--- src/rtl/rf_read_arbiter.sv ---
// rf_read_arbiter
//   Shares the register file's two operand read ports (port 1 = rs1, port 2 = rs2) among
//   NUM_REQ operand collectors. Grants round-robin, issues one read strobe per enabled
//   port, waits for the data-valid returns and pulses a per-requester response. Operand
//   data bypasses this block; only control is routed here.
//
// Optional feature: define RF_READ_TIMEOUT_EN to build a WAIT watchdog. After
//   TIMEOUT_CYCLES cycles in WAIT without completion, o_err and o_rsp_valid[g] pulse
//   together and the FSM returns to IDLE. Undefined: o_err is tied 0 and WAIT is unbounded.
//
// Ports:
//   i_clk, i_rst          clock, synchronous active-high reset
//   i_req_valid           per-requester transaction request
//   o_req_ready           one-hot, one-cycle accept pulse (combinational in IDLE)
//   i_req_warp_id         per-requester warp id, 5 bits each
//   i_req_rs1_addr        per-requester rs1 address, 5 bits each
//   i_req_rs2_addr        per-requester rs2 address, 5 bits each
//   i_req_rs1_en          per-requester rs1 needed
//   i_req_rs2_en          per-requester rs2 needed
//   o_rf_warp_id          warp id to the register file (held between transactions)
//   o_rf_addr_1/2         port addresses (held between transactions)
//   o_rf_req_1/2          one-cycle read strobes
//   i_rf_data_valid_1/2   port data returned
//   o_rsp_valid           one-hot, one-cycle completion pulse
//   o_rsp_id              index of the current or last grant
//   o_busy                high in any state other than IDLE
//   o_err                 watchdog timeout pulse (optional feature)

module rf_read_arbiter #(
  parameter int unsigned NUM_REQ        = 4,
  parameter int unsigned REQ_ID_W       = $clog2(NUM_REQ),
  parameter int unsigned TIMEOUT_CYCLES = 64
) (
  input  logic                  i_clk,
  input  logic                  i_rst,
  input  logic [NUM_REQ-1:0]    i_req_valid,
  output logic [NUM_REQ-1:0]    o_req_ready,
  input  logic [NUM_REQ*5-1:0]  i_req_warp_id,
  input  logic [NUM_REQ*5-1:0]  i_req_rs1_addr,
  input  logic [NUM_REQ*5-1:0]  i_req_rs2_addr,
  input  logic [NUM_REQ-1:0]    i_req_rs1_en,
  input  logic [NUM_REQ-1:0]    i_req_rs2_en,
  output logic [4:0]            o_rf_warp_id,
  output logic [4:0]            o_rf_addr_1,
  output logic                  o_rf_req_1,
  output logic [4:0]            o_rf_addr_2,
  output logic                  o_rf_req_2,
  input  logic                  i_rf_data_valid_1,
  input  logic                  i_rf_data_valid_2,
  output logic [NUM_REQ-1:0]    o_rsp_valid,
  output logic [REQ_ID_W-1:0]   o_rsp_id,
  output logic                  o_busy,
  output logic                  o_err
);

  typedef enum logic [1:0] {StIdle, StIssue, StWait, StResp} state_e;

  state_e                r_state;
  logic [REQ_ID_W-1:0]   r_last_grant;
  logic [REQ_ID_W-1:0]   r_rsp_id;
  logic [4:0]            r_warp_id;
  logic [4:0]            r_addr_1;
  logic [4:0]            r_addr_2;
  logic                  r_en_1;
  logic                  r_en_2;
  logic                  r_got_1;
  logic                  r_got_2;
  logic                  r_rf_req_1;
  logic                  r_rf_req_2;
  logic [NUM_REQ-1:0]    r_rsp_valid;

  logic                  w_grant_found;
  logic [REQ_ID_W-1:0]   w_grant_idx;
  logic [4:0]            w_sel_warp;
  logic [4:0]            w_sel_addr_1;
  logic [4:0]            w_sel_addr_2;
  logic                  w_sel_en_1;
  logic                  w_sel_en_2;
  logic [NUM_REQ-1:0]    w_req_ready;
  logic [NUM_REQ-1:0]    w_rsp_onehot;
  logic                  w_got_1_n;
  logic                  w_got_2_n;
  logic                  w_wait_done;
  logic                  w_timeout;

  // Round-robin search: first requester strictly after the last grant, wrapping.
  always_comb begin
    int unsigned idx;
    logic [REQ_ID_W-1:0] cand;
    w_grant_found = 1'b0;
    w_grant_idx   = '0;
    idx           = 0;
    cand          = '0;
    for (int i = 0; i < NUM_REQ; i++) begin
      idx = 32'(r_last_grant) + 32'(i) + 32'd1;
      if (idx >= NUM_REQ) idx = idx - NUM_REQ;
      cand = REQ_ID_W'(idx);
      if (!w_grant_found && i_req_valid[cand]) begin
        w_grant_found = 1'b1;
        w_grant_idx   = cand;
      end
    end
  end

  // Field mux for the selected requester.
  always_comb begin
    w_sel_warp   = '0;
    w_sel_addr_1 = '0;
    w_sel_addr_2 = '0;
    w_sel_en_1   = 1'b0;
    w_sel_en_2   = 1'b0;
    for (int i = 0; i < NUM_REQ; i++) begin
      if (w_grant_idx == REQ_ID_W'(i)) begin
        w_sel_warp   = i_req_warp_id[i*5 +: 5];
        w_sel_addr_1 = i_req_rs1_addr[i*5 +: 5];
        w_sel_addr_2 = i_req_rs2_addr[i*5 +: 5];
        w_sel_en_1   = i_req_rs1_en[i];
        w_sel_en_2   = i_req_rs2_en[i];
      end
    end
  end

  always_comb begin
    w_req_ready = '0;
    if (r_state == StIdle && w_grant_found) w_req_ready[w_grant_idx] = 1'b1;
  end

  always_comb begin
    w_rsp_onehot = '0;
    for (int i = 0; i < NUM_REQ; i++) w_rsp_onehot[i] = (r_rsp_id == REQ_ID_W'(i));
  end

  // A valid on a disabled port never sets its flag; same-cycle valids count toward done.
  assign w_got_1_n   = r_got_1 | (r_en_1 & i_rf_data_valid_1);
  assign w_got_2_n   = r_got_2 | (r_en_2 & i_rf_data_valid_2);
  assign w_wait_done = (w_got_1_n | ~r_en_1) & (w_got_2_n | ~r_en_2);

`ifdef RF_READ_TIMEOUT_EN
  localparam int unsigned TmoW = (TIMEOUT_CYCLES > 2) ? $clog2(TIMEOUT_CYCLES) : 1;

  logic [TmoW-1:0] r_tmo_cnt;
  logic            r_err;

  assign w_timeout = (r_state == StWait) && !w_wait_done &&
                     (r_tmo_cnt == TmoW'(TIMEOUT_CYCLES - 1));

  always_ff @(posedge i_clk) begin
    if (i_rst) begin
      r_tmo_cnt <= '0;
      r_err     <= 1'b0;
    end else begin
      r_err <= w_timeout;
      if (r_state == StIssue) r_tmo_cnt <= '0;
      else if (r_state == StWait) r_tmo_cnt <= r_tmo_cnt + 1'b1;
    end
  end

  assign o_err = r_err;
`else
  assign w_timeout = 1'b0;
  assign o_err     = 1'b0;
`endif

  always_ff @(posedge i_clk) begin
    if (i_rst) begin
      r_state      <= StIdle;
      r_last_grant <= REQ_ID_W'(NUM_REQ - 1);
      r_rsp_id     <= '0;
      r_warp_id    <= '0;
      r_addr_1     <= '0;
      r_addr_2     <= '0;
      r_en_1       <= 1'b0;
      r_en_2       <= 1'b0;
      r_got_1      <= 1'b0;
      r_got_2      <= 1'b0;
      r_rf_req_1   <= 1'b0;
      r_rf_req_2   <= 1'b0;
      r_rsp_valid  <= '0;
    end else begin
      r_rf_req_1  <= 1'b0;
      r_rf_req_2  <= 1'b0;
      r_rsp_valid <= '0;
      unique case (r_state)
        StIdle: begin
          if (w_grant_found) begin
            r_last_grant <= w_grant_idx;
            r_rsp_id     <= w_grant_idx;
            r_warp_id    <= w_sel_warp;
            r_addr_1     <= w_sel_addr_1;
            r_addr_2     <= w_sel_addr_2;
            r_en_1       <= w_sel_en_1;
            r_en_2       <= w_sel_en_2;
            // Strobes are registered so they appear exactly in the ISSUE cycle.
            r_rf_req_1   <= w_sel_en_1;
            r_rf_req_2   <= w_sel_en_2;
            r_state      <= StIssue;
          end
        end
        StIssue: begin
          if (!r_en_1 && !r_en_2) begin
            r_rsp_valid <= w_rsp_onehot;
            r_state     <= StResp;
          end else begin
            r_state <= StWait;
          end
        end
        StWait: begin
          r_got_1 <= w_got_1_n;
          r_got_2 <= w_got_2_n;
          if (w_wait_done) begin
            r_rsp_valid <= w_rsp_onehot;
            r_state     <= StResp;
          end else if (w_timeout) begin
            r_rsp_valid <= w_rsp_onehot;
            r_got_1     <= 1'b0;
            r_got_2     <= 1'b0;
            r_state     <= StIdle;
          end
        end
        StResp: begin
          r_got_1 <= 1'b0;
          r_got_2 <= 1'b0;
          r_state <= StIdle;
        end
        default: r_state <= StIdle;
      endcase
    end
  end

  assign o_req_ready  = w_req_ready;
  assign o_rf_warp_id = r_warp_id;
  assign o_rf_addr_1  = r_addr_1;
  assign o_rf_addr_2  = r_addr_2;
  assign o_rf_req_1   = r_rf_req_1;
  assign o_rf_req_2   = r_rf_req_2;
  assign o_rsp_valid  = r_rsp_valid;
  assign o_rsp_id     = r_rsp_id;
  assign o_busy       = (r_state != StIdle);

endmodule

--- config.mk ---
export PLATFORM = sky130hd
export DESIGN_NAME = rf_read_arbiter
export DESIGN_NICKNAME = d
export VERILOG_FILES = /design/src/rtl/rf_read_arbiter.sv
export SDC_FILE = /design/constraint.sdc
export NUM_CORES = 1
export LEC_CHECK = 0
export CORE_MARGIN = 1.5
export CORE_UTILIZATION = 34
export DETAILED_ROUTE_END_ITERATION = 8
export PLACE_DENSITY = 0.81
export SLEW_MARGIN = 20
export SYNTH_ARGS = -nofsm -noshare
export SYNTH_HDL_FRONTEND = slang
export SYNTH_SLANG_ARGS = --single-unit
--- constraint.sdc ---
create_clock -name i_clk -period 1.6 [get_ports i_clk]
set_input_delay 0.24 -clock i_clk [delete_from_list [all_inputs] [get_ports i_clk]]
set_output_delay 0.24 -clock i_clk [all_outputs]
set_load 0.02 [all_outputs]
# Word level (Yosys, flattened, before mapping)
# Index checks and enable logic that the tools add are counted.
classes:
  n_bitwise: 11
  magnitude_cmp: 10
  n_addsub: 10
  eq_ne: 11
  reduce_logical: 19
  muxes: 52
ops:
  columns: ["op", "n"]
  rows:
  - ["$mux 5", 12]
  - ["$mux 2", 10]
  - ["$mux 1", 18]
  - ["$lt 2x3->1 const B", 5]
  - ["$add 3x1->4 const B", 3]
  - ["$eq 2x2->1 const B", 6]
  - ["$ge 4x3->1 const B", 3]
  - ["$mux 4", 3]
  - ["$bmux 1 s2", 4]
  - ["$pmux 2 s4", 1]
  - ["$pmux 4 s2", 1]
  - ["$sub 2x1->2 const B", 4]
  - ["$add 2x2->3 const B", 2]
  - ["$eq 2x1->1 const B", 3]
  - ["$logic_and 1x1->1", 6]
  - ["$logic_not 2->1", 3]
  - ["$logic_not 1->1", 5]
  - ["$ne 2x2->1 const B", 2]
  - ["$not 1->1", 4]
  - ["$or 1x1->1", 4]
  - ["$pmux 1 s2", 2]
  - ["$reduce_and 2->1", 2]
  - ["$reduce_bool 2->1", 2]
  - ["$add 2x1->3 const B", 1]
  - ["other kinds (5)", 7]
totals:
  inputBits: 76
  out_inout_bits: 29
  reg_bits: 31
  wordCells: 126

# Depth between registers and ports, before layout
logic_depth:
  depth_word: 20
  ltp_mapped: 8
  ltp_nobuf: 7

# Worst setup path before layout
# Ideal clock, no wire load.
synth_timing:
  kind: "register to output"
  from: "reg r_state[0]"
  to: "out o_req_ready[0]"
  t_arrival_ns: 1.602
  stages_incl_launch_ff: 7
  n_path_buf: 0
  required_time_ns: 1.360
  setup_slack_ns: -0.242
  cell_sequence: "dfxtp_1 > inv_1 > ha_1 > inv_1 > nor2_1 > and2_1 > nor2b_1"
synth_between:
  elab_chain_cells: 3
synth_rtl:
  columns: ["element", "line", "rtl"]
  rows:
  - ["start: declaration", "58", "state_e r_state;"]
  - ["start signal: assignment", "166", "r_state <= StIdle;"]
  - ["start signal: assignment", "196", "r_state <= StIssue;"]
  - ["start signal: assignment", "202", "r_state <= StResp;"]
  - ["$logic_not 2->1", "125", "if (r_state == StIdle && w_grant_found) w_req_ready[w_grant_idx] = 1'b1;"]
  - ["$logic_and 1x1->1", "125", null]
  - ["$mux 4", "125", null]
  - ["end: declaration", "37", "output logic [NUM_REQ-1:0] o_req_ready,"]
# No other way between the ends.

# Worst setup path after layout
layout_timing:
  from: "reg r_last_grant[1]"
  to: "reg r_addr_1[4], in the netlist o_rf_addr_1[4]"
layout_between:
  elab_chain_cells: 20
  word_cells_on_any_way: 49
  classes_between: "add/sub (10); order compare (4); eq/ne (3); mux (24); reduce/logical (8)"
layout_rtl:
  columns: ["element", "line", "rtl"]
  rows:
  - ["start: declaration", "59", "logic [REQ_ID_W-1:0] r_last_grant;"]
  - ["start signal: assignment", "167", "r_last_grant <= REQ_ID_W'(NUM_REQ - 1);"]
  - ["start signal: assignment", "186", "r_last_grant <= w_grant_idx;"]
  - ["parallel branches: the longest is 20 deep, another holds $add 3x1->4", null, null]
  - ["end signal: assignment", "189", "r_addr_1 <= w_sel_addr_1;"]
  - ["end: declaration", "62", "logic [4:0] r_addr_1;"]
# Several ways; the timed one is not identified. The select of a mux whose other input is x is not followed.
# A chain may end at the register's enable or synchronous reset.

==> out/metrics.cfg <==
[timing]
rsz0062_at_grt = true
hold_viol_final = 0
fin_tns_setup_ns = -5.313
setup_violations = 23
max_freq_mhz = 526.4
post-route-period-util_pct = 118.7
min_period_ns = 1.900
slew_viol_final = 0
setup_slack_ns = -0.2998
finalClockSkew_ns = 0.005501

[clock_tree]
clk_pin_slew_worst_paths_ns = 0.06
cts_sinks = 31
clk_path_buf_depth = 2
cts_hold_buffers = 0
tritoncts = yes
h-tree-depth = 2
cts_buffers = 5
worstSkewPairLatency_ns = 0.27
cts-root-buf = clkbuf_8

[final_layout]
finalInstanceArea_mm2 = 0.003598
nets = 404
final_cell_mix = clkdlybuf4s50_1, buf_4, dfxtp_1
layout-drive-gt1-share_pct = 34.77
final_common_cell = clkdlybuf4s50_1
num_antenna_cells = 0
syn2layout_area_growth_pct = 108.7

[placement]
place_congestion = 0.8724
portBuffers = 103
hpwl_mm = 4.111
placed_area_mm2 = 0.003138

[worst_hold_path]
hold_path_class = flip-flop to flip-flop

[floorplanning]
die_h_um = 74.21
die_w_um = 74.21
start_util_pct = 35.79
core_area_mm2 = 0.004817
dieArea_mm2 = 0.005507
fp-row-count = 25
ioPinCount = 105

[pwr]
ir_worst_vdd_v = 0.0008104
p_per_area_mw_per_mm2 = 1582
seq_power_share_pct = 22.6
power.total_mw = 5.692
p_switching_mw = 2.093
p_sw_share_pct = 36.77
pwr-share-comb_pct = 67.3
p_clk_share_pct = 10.0
p_leak_nw = 1.477
intPower_mw = 3.599

[detailed_routing]
first_pass_iters = 4
detail-route-antenna-nets = 0
vias = 1975
drt_iter0_markers = 53
vias_per_cell = 5.038
wire_per_inst_um = 15.02
wl_mm = 5.888
drc_errors = 0

[critical_path]
start_kind = flip-flop
end_kind = flip-flop
crit_required_ns = 1.76
critPathKind = flip-flop to flip-flop
cp.arrival_ns = 2.06
crit_fanout = 7

[status]
violations = negative setup slack
status = finished, violations left

[global_routing]
overflow = 0
grt_pass1_vias = 1866
grt_max_degree = 18
globalRouteTotalUtil_pct = 20.12
grt_pass1_wl_mm = 8.507
antenna_found_initial = 0

[logic_synthesis]
async_reset_ff_share_pct = 0
synth-xor-area-share_pct = 0
synthAdderAreaFrac_pct = 2.903
avgSynthCellArea_um2 = 9.909
synth-compound-area-share_pct = 18.72
synthCells = 174
synth_top_family_by_area = multiplexers
syn-num-nets = 254
ys_types = 39
seq_area_frac_synth_pct = 35.99
yosys.area_share.simple_pct = 15.38
synth-edff-count = 0
synthMuxAreaShare_pct = 21.99
yosysWarnings = 0
synthFlopType = dfxtp_1
ys_ff_latch = 31
synth_area_mm2 = 0.001724

[run]
cap_violations = 0

==> routing by layer <==
layer,global-route usage (%),routed length [µm]
met1,25.39,2498
met2,35.22,3008
met3,4.472,351
met4,4.242,29
met5,0,0
==> critical path: stages, from the launching register on <==
cell and delay [ns]:
dfxtp_2 0.36, buf_6 0.11, nand3b_1 0.14, a31oi_4 0.19, buf_12 0.15, buf_8 0.12
buf_16 0.14, mux2_4 0.29, a221o_1 0.28
==> kinds of logic (layout without fill, tap and decap cells) <==
kind of cell,after synthesis,in the layout
AOI/OAI and AO/OA,36,36
adders and majority gates,4,4
buffers and inverters,14,165
DFF,31,31
muxes,36,36
other,1,1
and+or+nand+nor,52,52
==> cell usage after synthesis (2+ instances only) <==
master     n  area, µm²
a211oi_1   2      15.01
a21oi_1    3      15.01
a221o_1   15      150.1
a31oi_1    3      18.77
buf_2      3      15.01
buf_4      4      30.03
dfxtp_1   31      620.6
ha_1       4      50.05
inv_1      5      18.77
mux2_2    15      168.9
mux2i_1   21      210.2
nand2_1    7      26.28
nand2b_1   3      18.77
nor2_1    21      78.83
nor2_2     2      12.51
nor3_1     7      35.03
nor3b_1    3      22.52
nor4_1     2      12.51
o221ai_1   2      17.52
o22ai_1    2      12.51
==> stage by stage <==
step / util (%) / hold slack, ns / cells / setup WS (ns)
floorplan: - / 0.4456 / 174 / -0.06311
CTS: 70.47 / 0.4887 / 386 / -0.3186
detailed placement: 65.14 / 0.4694 / 371 / -0.8730
global placement: 65.14 / 0.4681 / 371 / -0.8719
global route: 74.70 / 0.5170 / 392 / -0.3270
finish: 74.70 / 0.4860 / 392 / -0.2998
==> worst paths after layout <==
path,startpoint,end,slack [ns],cells past startpoint
max,r_last_grant[1],o_rf_addr_1[4],-0.30,8
min,o_rf_warp_id[1],o_rf_warp_id[1],0.49,1
max reg2reg,r_last_grant[1],o_rf_addr_1[4],-0.30,8
min reg2reg,o_rf_warp_id[1],o_rf_warp_id[1],0.49,1
==> what timing repair did <==
action                                  4_1_cts  5_1_grt
pin swaps                                     9        5
gates cloned                                  2        1
setup buffers                                 5        5
endpoints found under the setup margin       34       28
resized for setup                            48       27
==> area by class of cell <==
type	count	area [µm²]
Timing Repair Buffer	152	1541
Multi-Input combinational cell	129	1249
Fill cell	370	1219
Sequential cell	31	624.3
Tap cell	67	83.83
Clock buffer	7	76.32
Inverter	5	18.77
Clock inverter	1	5.005
==> power by group through the flow <==
stage | registers, mW | logic (mW) | clock network, mW
after floorplan | 1.53 | 1.38 | 0
after global placement | 1.25 | 3.00 | 0
after detailed placement | 1.26 | 3.06 | 0
after CTS | 1.26 | 3.42 | 0.588
after global routing | 1.32 | 4.06 | 0.620
final | 1.29 | 3.83 | 0.572
==> sequential cells by signal, indices dropped and copies added, names as in the netlist <==
signal        count
o_rf_addr_1       5
o_rf_addr_2       5
o_rf_warp_id      5
o_rsp_valid       4
o_rsp_id          2
r_last_grant      2
r_state           2
o_rf_req_1        1
o_rf_req_2        1
r_en_1            1
r_en_2            1
r_got_1           1
r_got_2           1
Note: power is estimated with default switching activity, not from simulation.
